## config.mk

```make
export PLATFORM = sky130hd
export DESIGN_NAME = load_store_unit_flat
export DESIGN_NICKNAME = d
export VERILOG_FILES = /design/src/rtl/lsu_pkg.sv /design/src/rtl/load_store_unit_if.sv /design/src/rtl/lsu_word_ram.sv /design/src/rtl/load_store_unit.sv /design/src/flat_wrapper.sv
export SDC_FILE = /design/constraint.sdc
export NUM_CORES = 2
export LEC_CHECK = 0
export ABC_AREA = 1
export BUFFER_PORTS_ARGS = -buffer_cell sky130_fd_sc_hd__buf_2
export CAP_MARGIN = 30
export CORE_UTILIZATION = 40
export DETAILED_ROUTE_END_ITERATION = 7
export HOLD_SLACK_MARGIN = 0.15
export PLACE_DENSITY = 0.65
export SYNTH_ARGS = -nofsm -noshare
export SYNTH_HDL_FRONTEND = slang
export SYNTH_SLANG_ARGS = --single-unit
```

## constraint.sdc

```tcl
create_clock -name clk -period 4.25 [get_ports clk]
set_input_delay 0.6375 -clock clk [delete_from_list [all_inputs] [get_ports clk]]
set_output_delay 0.6375 -clock clk [all_outputs]
set_load 0.01 [all_outputs]
```

## src/rtl/lsu_pkg.sv

```systemverilog
// rtl/lsu_pkg.sv - shared FSM state, funct3 encodings and byte-lane helpers for the load/store unit
package lsu_pkg;

    typedef enum logic [1:0] {
        ST_IDLE  = 2'd0,
        ST_READ  = 2'd1,
        ST_WRITE = 2'd2,
        ST_RESP  = 2'd3
    } lsu_state_e;

    localparam logic [2:0] F3_B  = 3'b000;
    localparam logic [2:0] F3_H  = 3'b001;
    localparam logic [2:0] F3_W  = 3'b010;
    localparam logic [2:0] F3_BU = 3'b100;
    localparam logic [2:0] F3_HU = 3'b101;

    // Stores only know b/h/w; loads additionally have the unsigned byte/half forms.
    function automatic logic f3_illegal(input logic we, input logic [2:0] f3);
        logic bad;
        if (we) begin
            bad = !(f3 == F3_B || f3 == F3_H || f3 == F3_W);
        end else begin
            bad = (f3 == 3'b011) || (f3 == 3'b110) || (f3 == 3'b111);
        end
        return bad;
    endfunction

    function automatic logic misaligned(input logic [2:0] f3, input logic [1:0] off);
        logic bad;
        case (f3)
            F3_H, F3_HU: bad = off[0];
            F3_W:        bad = (off != 2'b00);
            default:     bad = 1'b0;
        endcase
        return bad;
    endfunction

    function automatic logic [31:0] load_extend(input logic [2:0] f3, input logic [1:0] off,
                                                input logic [31:0] word);
        logic [7:0]  b;
        logic [15:0] h;
        logic [31:0] r;
        b = word[{off, 3'b000} +: 8];
        h = word[{off[1], 4'b0000} +: 16];
        case (f3)
            F3_B:    r = {{24{b[7]}}, b};
            F3_H:    r = {{16{h[15]}}, h};
            F3_BU:   r = {24'h000000, b};
            F3_HU:   r = {16'h0000, h};
            default: r = word;
        endcase
        return r;
    endfunction

    // Read-modify-write merge: only the addressed lane takes new data.
    function automatic logic [31:0] store_merge(input logic [2:0] f3, input logic [1:0] off,
                                                input logic [31:0] old, input logic [31:0] wd);
        logic [31:0] r;
        r = old;
        case (f3)
            F3_B:    r[{off, 3'b000} +: 8] = wd[7:0];
            F3_H:    r[{off[1], 4'b0000} +: 16] = wd[15:0];
            default: r = wd;
        endcase
        return r;
    endfunction

endpackage

```

## src/rtl/load_store_unit_if.sv

```systemverilog
// rtl/load_store_unit_if.sv - request/response handshake bundle between a core and the load/store unit
interface load_store_unit_if;
    logic        req_valid;
    logic        req_ready;
    logic        req_we;
    logic [2:0]  req_funct3;
    logic [31:0] req_addr;
    logic [31:0] req_wdata;
    logic        rsp_valid;
    logic        rsp_ready;
    logic [31:0] rsp_rdata;
    logic        rsp_err;

    modport master (
        output req_valid, req_we, req_funct3, req_addr, req_wdata, rsp_ready,
        input  req_ready, rsp_valid, rsp_rdata, rsp_err
    );

    modport slave (
        input  req_valid, req_we, req_funct3, req_addr, req_wdata, rsp_ready,
        output req_ready, rsp_valid, rsp_rdata, rsp_err
    );
endinterface

```

## src/rtl/lsu_word_ram.sv

```systemverilog
// rtl/lsu_word_ram.sv - word-wide RAM with enabled synchronous read and synchronous write
module lsu_word_ram #(
    parameter int DEPTH_WORDS = 64,
    parameter int ADDR_W      = 6
) (
    input  logic              clk,
    input  logic              re,
    input  logic              we,
    input  logic [ADDR_W-1:0] addr,
    input  logic [31:0]       wdata,
    output logic [31:0]       rdata
);

    logic [31:0] mem [DEPTH_WORDS];

    // rdata only moves when re is high, so a word read once stays visible for later cycles.
    always_ff @(posedge clk) begin
        if (we) begin
            mem[addr] <= wdata;
        end
        if (re) begin
            rdata <= mem[addr];
        end
    end

endmodule

```

## src/rtl/load_store_unit.sv

```systemverilog
// rtl/load_store_unit.sv - RV32I byte/half/word load/store engine over a word RAM
module load_store_unit
    import lsu_pkg::*;
#(
    parameter int DEPTH_WORDS = 64
) (
    input  logic               clk,
    input  logic               rst,
    load_store_unit_if.slave   bus
);

    localparam int AW = (DEPTH_WORDS > 1) ? $clog2(DEPTH_WORDS) : 1;

    lsu_state_e        state;
    logic              req_ready_q;
    logic              rsp_valid_q;
    logic              rsp_err_q;
    logic              we_q;
    logic [2:0]        funct3_q;
    logic [AW+1:0]     addr_q;
    logic [31:0]       wdata_q;

    logic              out_of_range;
    logic              req_err;
    logic              ram_re;
    logic              ram_we;
    logic [31:0]       ram_wdata;
    logic [31:0]       ram_rdata;

    assign out_of_range = bus.req_addr[31:2] >= 30'(DEPTH_WORDS);
    assign req_err      = out_of_range
                        | f3_illegal(bus.req_we, bus.req_funct3)
                        | misaligned(bus.req_funct3, bus.req_addr[1:0]);

    always_ff @(posedge clk or posedge rst) begin
        if (rst) begin
            state       <= ST_IDLE;
            req_ready_q <= 1'b1;
            rsp_valid_q <= 1'b0;
            rsp_err_q   <= 1'b0;
            we_q        <= 1'b0;
            funct3_q    <= F3_W;
            addr_q      <= '0;
            wdata_q     <= '0;
        end else begin
            unique case (state)
                ST_IDLE: begin
                    if (bus.req_valid) begin
                        we_q        <= bus.req_we;
                        funct3_q    <= bus.req_funct3;
                        addr_q      <= bus.req_addr[AW+1:0];
                        wdata_q     <= bus.req_wdata;
                        req_ready_q <= 1'b0;
                        if (req_err) begin
                            state       <= ST_RESP;
                            rsp_valid_q <= 1'b1;
                            rsp_err_q   <= 1'b1;
                        end else if (bus.req_we && bus.req_funct3 == F3_W) begin
                            state <= ST_WRITE;
                        end else begin
                            state <= ST_READ;
                        end
                    end
                end
                ST_READ: begin
                    // Sub-word stores pass through READ to fetch the word they patch.
                    if (we_q) begin
                        state <= ST_WRITE;
                    end else begin
                        state       <= ST_RESP;
                        rsp_valid_q <= 1'b1;
                    end
                end
                ST_WRITE: begin
                    state       <= ST_RESP;
                    rsp_valid_q <= 1'b1;
                end
                ST_RESP: begin
                    if (bus.rsp_ready) begin
                        state       <= ST_IDLE;
                        rsp_valid_q <= 1'b0;
                        rsp_err_q   <= 1'b0;
                        req_ready_q <= 1'b1;
                    end
                end
                default: state <= ST_IDLE;
            endcase
        end
    end

    assign ram_re    = (state == ST_READ);
    assign ram_we    = (state == ST_WRITE) && !rst;
    assign ram_wdata = store_merge(funct3_q, addr_q[1:0], ram_rdata, wdata_q);

    lsu_word_ram #(
        .DEPTH_WORDS (DEPTH_WORDS),
        .ADDR_W      (AW)
    ) u_ram (
        .clk   (clk),
        .re    (ram_re),
        .we    (ram_we),
        .addr  (addr_q[AW+1:2]),
        .wdata (ram_wdata),
        .rdata (ram_rdata)
    );

    assign bus.req_ready = req_ready_q;
    assign bus.rsp_valid = rsp_valid_q;
    assign bus.rsp_err   = rsp_err_q;
    // RAM output is frozen after READ, so the extended value is stable for the whole RESP.
    assign bus.rsp_rdata = (rsp_valid_q && !rsp_err_q && !we_q)
                         ? load_extend(funct3_q, addr_q[1:0], ram_rdata) : 32'h0;

endmodule

```

## src/flat_wrapper.sv

```systemverilog
// flat-port wrapper written by rule: the top's interface ports become plain ports
module load_store_unit_flat import lsu_pkg::*;
#(
    parameter int DEPTH_WORDS = 64
)
  (clk, rst, bus_req_valid, bus_req_we, bus_req_funct3, bus_req_addr, bus_req_wdata, bus_rsp_ready, bus_req_ready, bus_rsp_valid, bus_rsp_rdata, bus_rsp_err);
  load_store_unit_if bus_i ();
  input  logic clk;
  input  logic rst;
  input wire logic [$bits(bus_i.req_valid)-1:0] bus_req_valid;
  input wire logic [$bits(bus_i.req_we)-1:0] bus_req_we;
  input wire logic [$bits(bus_i.req_funct3)-1:0] bus_req_funct3;
  input wire logic [$bits(bus_i.req_addr)-1:0] bus_req_addr;
  input wire logic [$bits(bus_i.req_wdata)-1:0] bus_req_wdata;
  input wire logic [$bits(bus_i.rsp_ready)-1:0] bus_rsp_ready;
  output wire logic [$bits(bus_i.req_ready)-1:0] bus_req_ready;
  output wire logic [$bits(bus_i.rsp_valid)-1:0] bus_rsp_valid;
  output wire logic [$bits(bus_i.rsp_rdata)-1:0] bus_rsp_rdata;
  output wire logic [$bits(bus_i.rsp_err)-1:0] bus_rsp_err;
  assign bus_i.req_valid = bus_req_valid;
  assign bus_i.req_we = bus_req_we;
  assign bus_i.req_funct3 = bus_req_funct3;
  assign bus_i.req_addr = bus_req_addr;
  assign bus_i.req_wdata = bus_req_wdata;
  assign bus_i.rsp_ready = bus_rsp_ready;
  assign bus_req_ready = bus_i.req_ready;
  assign bus_rsp_valid = bus_i.rsp_valid;
  assign bus_rsp_rdata = bus_i.rsp_rdata;
  assign bus_rsp_err = bus_i.rsp_err;
  load_store_unit #(.DEPTH_WORDS(DEPTH_WORDS)) u_core (.clk(clk), .rst(rst), .bus(bus_i));
endmodule
```

Yosys cells after proc, flatten, opt, wreduce, memory -nomap -nowiden
Memory sizes are Yosys's and may differ from the RTL's. A register that Yosys moved wholly into a read port is not among the register bits.
Index checks and enable logic that the tools add are counted.
- logic and storage cells: 83
- memories: 1
- flip-flop bits (word level): 49
- bits in writable memories: 2048
- input port bits: 72
- memories (memory ; depth ; width ; rd ports ; clocked after Yosys merged registers in ; wr ports ; line ; RTL):
    u_core.u_ram.mem ; 64 ; 32 ; 1 ; 1 ; 1 ; lsu_word_ram.sv:14 ; logic [31:0] mem [DEPTH_WORDS];
- eq/ne operators: 16
- bitwise gates (word level): 2
- magnitude comparators: 1
- reduce and logical (&&, ||, !) cells: 23
- shifts and indexed selects: 6
- add/subtract/negate cells: 2
- multiplexer cells: 24
- operators by type and width (cell ; count):
    $pmux W32 S4 ; 1
    $bwmux W32 ; 2
    $pmux W32 S2 ; 1
    $mux W32 ; 1
    $shift A16 B7 Y32 const A ; 1
    $shift A8 B7 Y32 const A ; 1
    $shiftx A16 B7 Y32 ; 1
    $shiftx A32 B6 Y16 ; 1
    $shiftx A32 B6 Y8 ; 1
    $shiftx A8 B7 Y32 ; 1
    $ge A30 B7 Y1 const B ; 1
    $eq A3 B3 Y1 const B ; 5
    $neg A5 Y7 ; 2
    $mux W1 ; 10
    $mux W2 ; 4
    $pmux W2 S4 ; 1
    $reduce_and A4 Y1 ; 2
    $eq A3 B1 Y1 const B ; 2
    $eq A3 B2 Y1 const B ; 2
    $logic_not A3 Y1 ; 2
    $ne A2 B2 Y1 const B ; 3
    $pmux W1 S2 ; 3
    $eq A2 B2 Y1 const B ; 2
    $logic_and A1 B1 Y1 ; 4
    other kinds (11) ; 20

Depth between registers and ports, before layout
- depth in word-level cells: 10
- depth in mapped cells: 15

Hierarchy
Synthesis repeated with hierarchy kept, for this count alone.
- cells, all modules: 9013
- area, all modules: 90910.9 sq um
- by module, submodules not included (module ; cells an instance ; times used ; seq. area each (sq um) ; area each (sq um)):
    lsu_word_ram ; 8440 ; 1 ; 62459.9 ; 86823.3
    load_store_unit ; 573 ; 1 ; 1228.7 ; 4087.7

Worst setup path after synthesis
No wires, ideal clock.
- path kind: flip-flop to flip-flop
- start: register u_core.addr_q[1]
- end: memory u_core.u_ram.mem[0][8] (data pin)
- cell stages (with the launch flop): 11
- arrival time: 3846 ps
- path buffers: 4
- required time: 3683 ps
- setup slack: -164 ps
- clock period less this slack: 4414 ps
- path through: dfrtp_1 -> buf_2 -> inv_1 -> clkbuf_1 -> clkbuf_1 -> ha_1 -> clkbuf_1 -> inv_1 -> o21ai_0 -> o21ai_0 -> o221ai_1
- longest elaborated chain between the ends: 4
- ends and longest elaborated chain (what ; line ; RTL):
    from (decl) ; load_store_unit.sv:20 ; logic [AW+1:0] addr_q;
    from (signal assigned) ; load_store_unit.sv:51 ; addr_q <= bus.req_addr[AW+1:0];
    $neg A5 Y7, on equally long branches ; lsu_pkg.sv:62, lsu_pkg.sv:61 ;
    $shiftx A16 B7 Y32 (tied with other cells) ; lsu_pkg.sv:62 ; F3_H: r[{off[1], 4'b0000} +: 16] = wd[15:0];
    $bwmux W32, on equally long branches ; lsu_pkg.sv:62, lsu_pkg.sv:61 ;
    $pmux W32 S2 * ; lsu_pkg.sv:60 ; case (f3)
    via u_core.ram_wdata[8] ; load_store_unit.sv:27 ; logic [31:0] ram_wdata;
    to (decl) ; lsu_word_ram.sv:14 ;
The timed path passes the listed nets; every way through them passes the cells marked *.

Worst setup path after layout
- start: register u_core.funct3_q[1]
- end: output bus_rsp_rdata[18]
- longest elaborated chain between the ends: 3
- ends and longest elaborated chain (what ; line ; RTL):
    from (decl) ; load_store_unit.sv:19 ; logic [2:0] funct3_q;
    from (signal assigned) ; load_store_unit.sv:50 ; funct3_q <= bus.req_funct3;
    $eq A3 B3 Y1 (tied with other cells) ; lsu_pkg.sv:45 ; case (f3)
    $pmux W32 S4 * ; lsu_pkg.sv:45 ;
    $mux W32 * ; load_store_unit.sv:112 ; ? load_extend(funct3_q, addr_q[1:0], ram_rdata) : 32'h0;
    to (decl) ; flat_wrapper.sv:18 ; output wire logic [$bits(bus_i.rsp_rdata)-1:0] bus_rsp_rdata;
Every way passes the cells marked *; elsewhere a longest branch is shown, timed or not.

==> results.py <==
metrics = {
    "outcome": {
        "outcome": "finished, final reports clean",
    },
    "synth": {
        "synth_enable_flop_cells": 2080,
        "ys_seq_elements": 2129,
        "main_combinational_cell_family_by_area_after_synthesis": "simple AND/OR/NAND/NOR gates",
        "synth_cell_type_count": 31,
        "multiplexer_fraction_of_the_synthesized_cell_area": 0.00247,
        "synth.cell_area_um2": 91000,
        "synth_flop_cell": "sky130_fd_sc_hd__edfxtp_1",
        "ys_top_cells_by_area": "sky130_fd_sc_hd__edfxtp_1 69%, sky130_fd_sc_hd__nand2_1 24%, sky130_fd_sc_hd__buf_2 1.5%",
        "yosysSeqAreaShare": 0.700,
        "post-synth-top-area-fraction": 0.686,
        "synth_fp_nets": 9121,
        "synth_async_sr_flop_share": 0.0230,
        "avgSynthCellArea_um2": 10.1,
        "yosysWarnings": 0,
        "post_synth_fa_ha_maj_area_fraction": 0.00137,
        "post_synth_inst_count": 9039,
        "synthDominantAreaCellType": "sky130_fd_sc_hd__edfxtp_1",
        "synthSimpleGateAreaFrac": 0.255,
        "synth_compound_gate_area_share": 0.0123,
        "post_synth_xor_area_fraction": 0,
    },
    "clock_network": {
        "clock_sink_count": 2129,
        "tritoncts": "yes",
        "clockRootBuffer": "sky130_fd_sc_hd__clkbuf_16",
        "clk_latency_ns": 0.86,
        "cts_htree_levels": 4,
        "cts_bufs_inserted": 206,
        "clk_path_buf_depth": 3,
        "clock_edge_transition_at_the_registers_on_the_reported_setup_and_hold_paths_ns": 0.06,
    },
    "placed_design": {
        "numPortBuffers": 106,
        "detailed_place.area_um2": 96300,
        "post-dp-hpwl_mm": 152,
        "routabilityCongestion": 0.928,
    },
    "route": {
        "drt_first_pass_iters": 6,
        "wirelength_mm": 274,
        "drt-wirelength-per-cell_um": 22.3,
        "drc": 0,
        "drt_iter0_markers": 7814,
        "via_per_instance_ratio": 5.20,
        "postRouteAntennaNets": 0,
        "num_vias": 64100,
    },
    "finish": {
        "layout.cells.most_common": "sky130_fd_sc_hd__nand2_1",
        "area_delta_synth_final_pct": 13.5,
        "layout.nets": 9231,
        "layout.cells.most_common_list": "5873 x sky130_fd_sc_hd__nand2_1, 2080 x sky130_fd_sc_hd__edfxtp_1, 208 x sky130_fd_sc_hd__clkbuf_16",
        "stdcell_area_um2": 103000,
        "layout_cells_sized_above_1": 0.0812,
    },
    "run": {
        "cap_violations": 0,
    },
    "sta": {
        "rsz_0062_raised_after_global_routing": "no",
        "fin_crit_sh": 0.918,
        "timing.final.hold_violations": 0,
        "timing_worst_slew_pin_value_ns": 1.07,
        "slew_headroom": 0.288,
        "timing.clock.skew_ns": 0.0334,
        "period_minus_slack_ns": 3.90,
        "achievable-frequency_mhz": 256,
        "setup-violations-final": 0,
        "timing.setup.tns_ns": 0,
        "report.final.slew_viol_count": 0,
    },
    "critical_path": {
        "cp_buf_inv_count": 3,
        "critPathMaxFanout": 21,
        "critical-path-top-delay-family": "simple AND/OR/NAND/NOR gates",
        "required_ns": 3.61,
        "worst-setup-path-type": "reg -> out",
        "slowest_stage_cell_cp": "sky130_fd_sc_hd__dfstp_2",
        "worst_ep_arrival_time_ns": 3.26,
        "cp_common_cell": "sky130_fd_sc_hd__nand2_1",
        "timing.critical_path.slowest_cell_delay_ns": 0.55,
        "cp_cell_sequence": "nor2_1, nand2_1, buf_4, clkinvlp_4, nand2_1, nand3_1, nand2_1, a21oi_1, buf_2",
        "endpoint_kind": "output port",
        "setup.worst_path.start_class": "register",
    },
    "global_route": {
        "pin_count_of_the_biggest_net_entering_global_routing": 199,
        "first_pass_grt_wire_length_mm": 400,
        "first_global_vias": 60000,
        "grt_util_all_layers": 0.235,
        "initial_antenna_violation_count": 9,
        "gr_overflow_total": 0,
    },
    "hold_path": {
        "timing.hold.worst.class": "in -> reg",
    },
    "floorplan": {
        "fp.dieArea_um2": 229000,
        "start_util": 0.403,
        "die_height_um": 479,
        "fp.dieW_um": 479,
        "io-pin-count": 107,
        "placeableCoreArea_um2": 226000,
        "placement_rows": 174,
    },
    "power_and_ir_drop": {
        "irDropWorstVdd_mv": 0.941,
        "cellPowerDensity_nw_per_um2": 786,
        "total_leakage_power_uw": 0.0427,
    },
}
final timing paths:
path	startpoint	endpoint	slack, ns	cells past startpoint
worst max-delay path	u_core.funct3_q[1]	bus_rsp_rdata[18]	0.35	9
worst min-delay path	bus_req_addr[2]	u_core.addr_q[2]	0.21	3
worst max register to register	u_core.addr_q[0]	u_core.u_ram.mem[12][12]	0.68	8
worst min register to register	u_core.bus.req_ready	u_core.bus.req_ready	0.50	2
max in group asynchronous	rst	u_core.funct3_q[1]	2.90	4
min in group asynchronous	rst	u_core.bus.rsp_err	0.48	3
worst register-to-register path, delay by kind of cell (launching register included):
family                   cells  cell delay (ns)
AND/OR/NAND/NOR              1             0.17
buffers and inverters        3             1.48
flip-flops                   1             0.66
adder cells (fa/ha/maj)      1             0.36
AO/OA/AOI/OAI                3             0.49
cell type report:
cell class              instances  area (µm²)
diodes                          3        7.51
clock buffers                 255        5400
clock inverters               125        1080
fillers                     20400      122000
inverters                     100         407
multi-input cells            6348       25700
flip-flops and latches       2129       63700
well taps                    2992        3740
repair buffers                364        3250
Yosys cell counts (all sizes together), types with 10 or more instances:
cell,number
o211ai,28
o21ai,56
a21oi,60
mux2,20
buf,320
nand2,5875
nor3,23
dfrtp,47
clkbuf,142
nand4,10
nor2,186
edfxtp,2080
o221ai,16
inv,100
ha,10
nand3,38
repair_timing:
action                     4_1_cts  5_1_grt
gates resized for setup          0        1
setup endpoints to repair        0        1
hold endpoints to repair        66        0
hold buffers                    45        0
buffers inserted                 0        0
routing by layer:
metal / track usage / wire (µm) / vias to the layer above
li1: - / - / 29500
met1: 0.321 / 110000 / 30800
met5: 0 / 18 / -
met2: 0.363 / 122000 / 3210
met3: 0.0388 / 26400 / 515
met4: 0.122 / 15400 / 2
through the flow:
step                      std cells   util  hold slack [ns]  power (µW)  setup WS [ns]
after floorplan                9039      -            0.480       49400          0.249
after global placement        11900  0.427            0.494       62600          0.887
after detailed placement      11900  0.427            0.490       63200          0.794
after CTS                     12300  0.458            0.152       81000          0.221
after global routing          12300  0.458            0.209       84600          0.145
final                         12300  0.458            0.211       81200          0.349
cell families (layout without fill, tap and decap cells):
| logic type | after synthesis | after routing |
|---|---|---|
| AND/OR/NAND/NOR | 6134 | 6134 |
| flip-flops | 2129 | 2129 |
| buffers and inverters | 562 | 844 |
| AO/OA/AOI/OAI | 184 | 184 |
| multiplexers | 20 | 20 |
| adder cells (fa/ha/maj) | 10 | 10 |
| other | 0 | 3 |
flip-flops by register name, summed over array words and instances, names as in the netlist:
register              flops
u_core.u_ram.rdata       32
u_core.bus.rsp_err        1
u_core.u_ram.mem       2048
u_core.funct3_q           3
u_core.addr_q             8
u_core.wdata_q           32
u_core.bus.rsp_valid      1
u_core.state              2
u_core.bus.req_ready      1
u_core.we_q               1
power breakdown:
group	leakage, µW	total (µW)	switching (µW)	internal, µW
Sequential	0.0193	31600	761	30900
Clock	0.00318	17900	7930	9930
Combinational	0.0202	31700	25000	6740
Total	0.0427	81200	33700	47500
No activity file was read; power rests on OpenSTA's default activity.
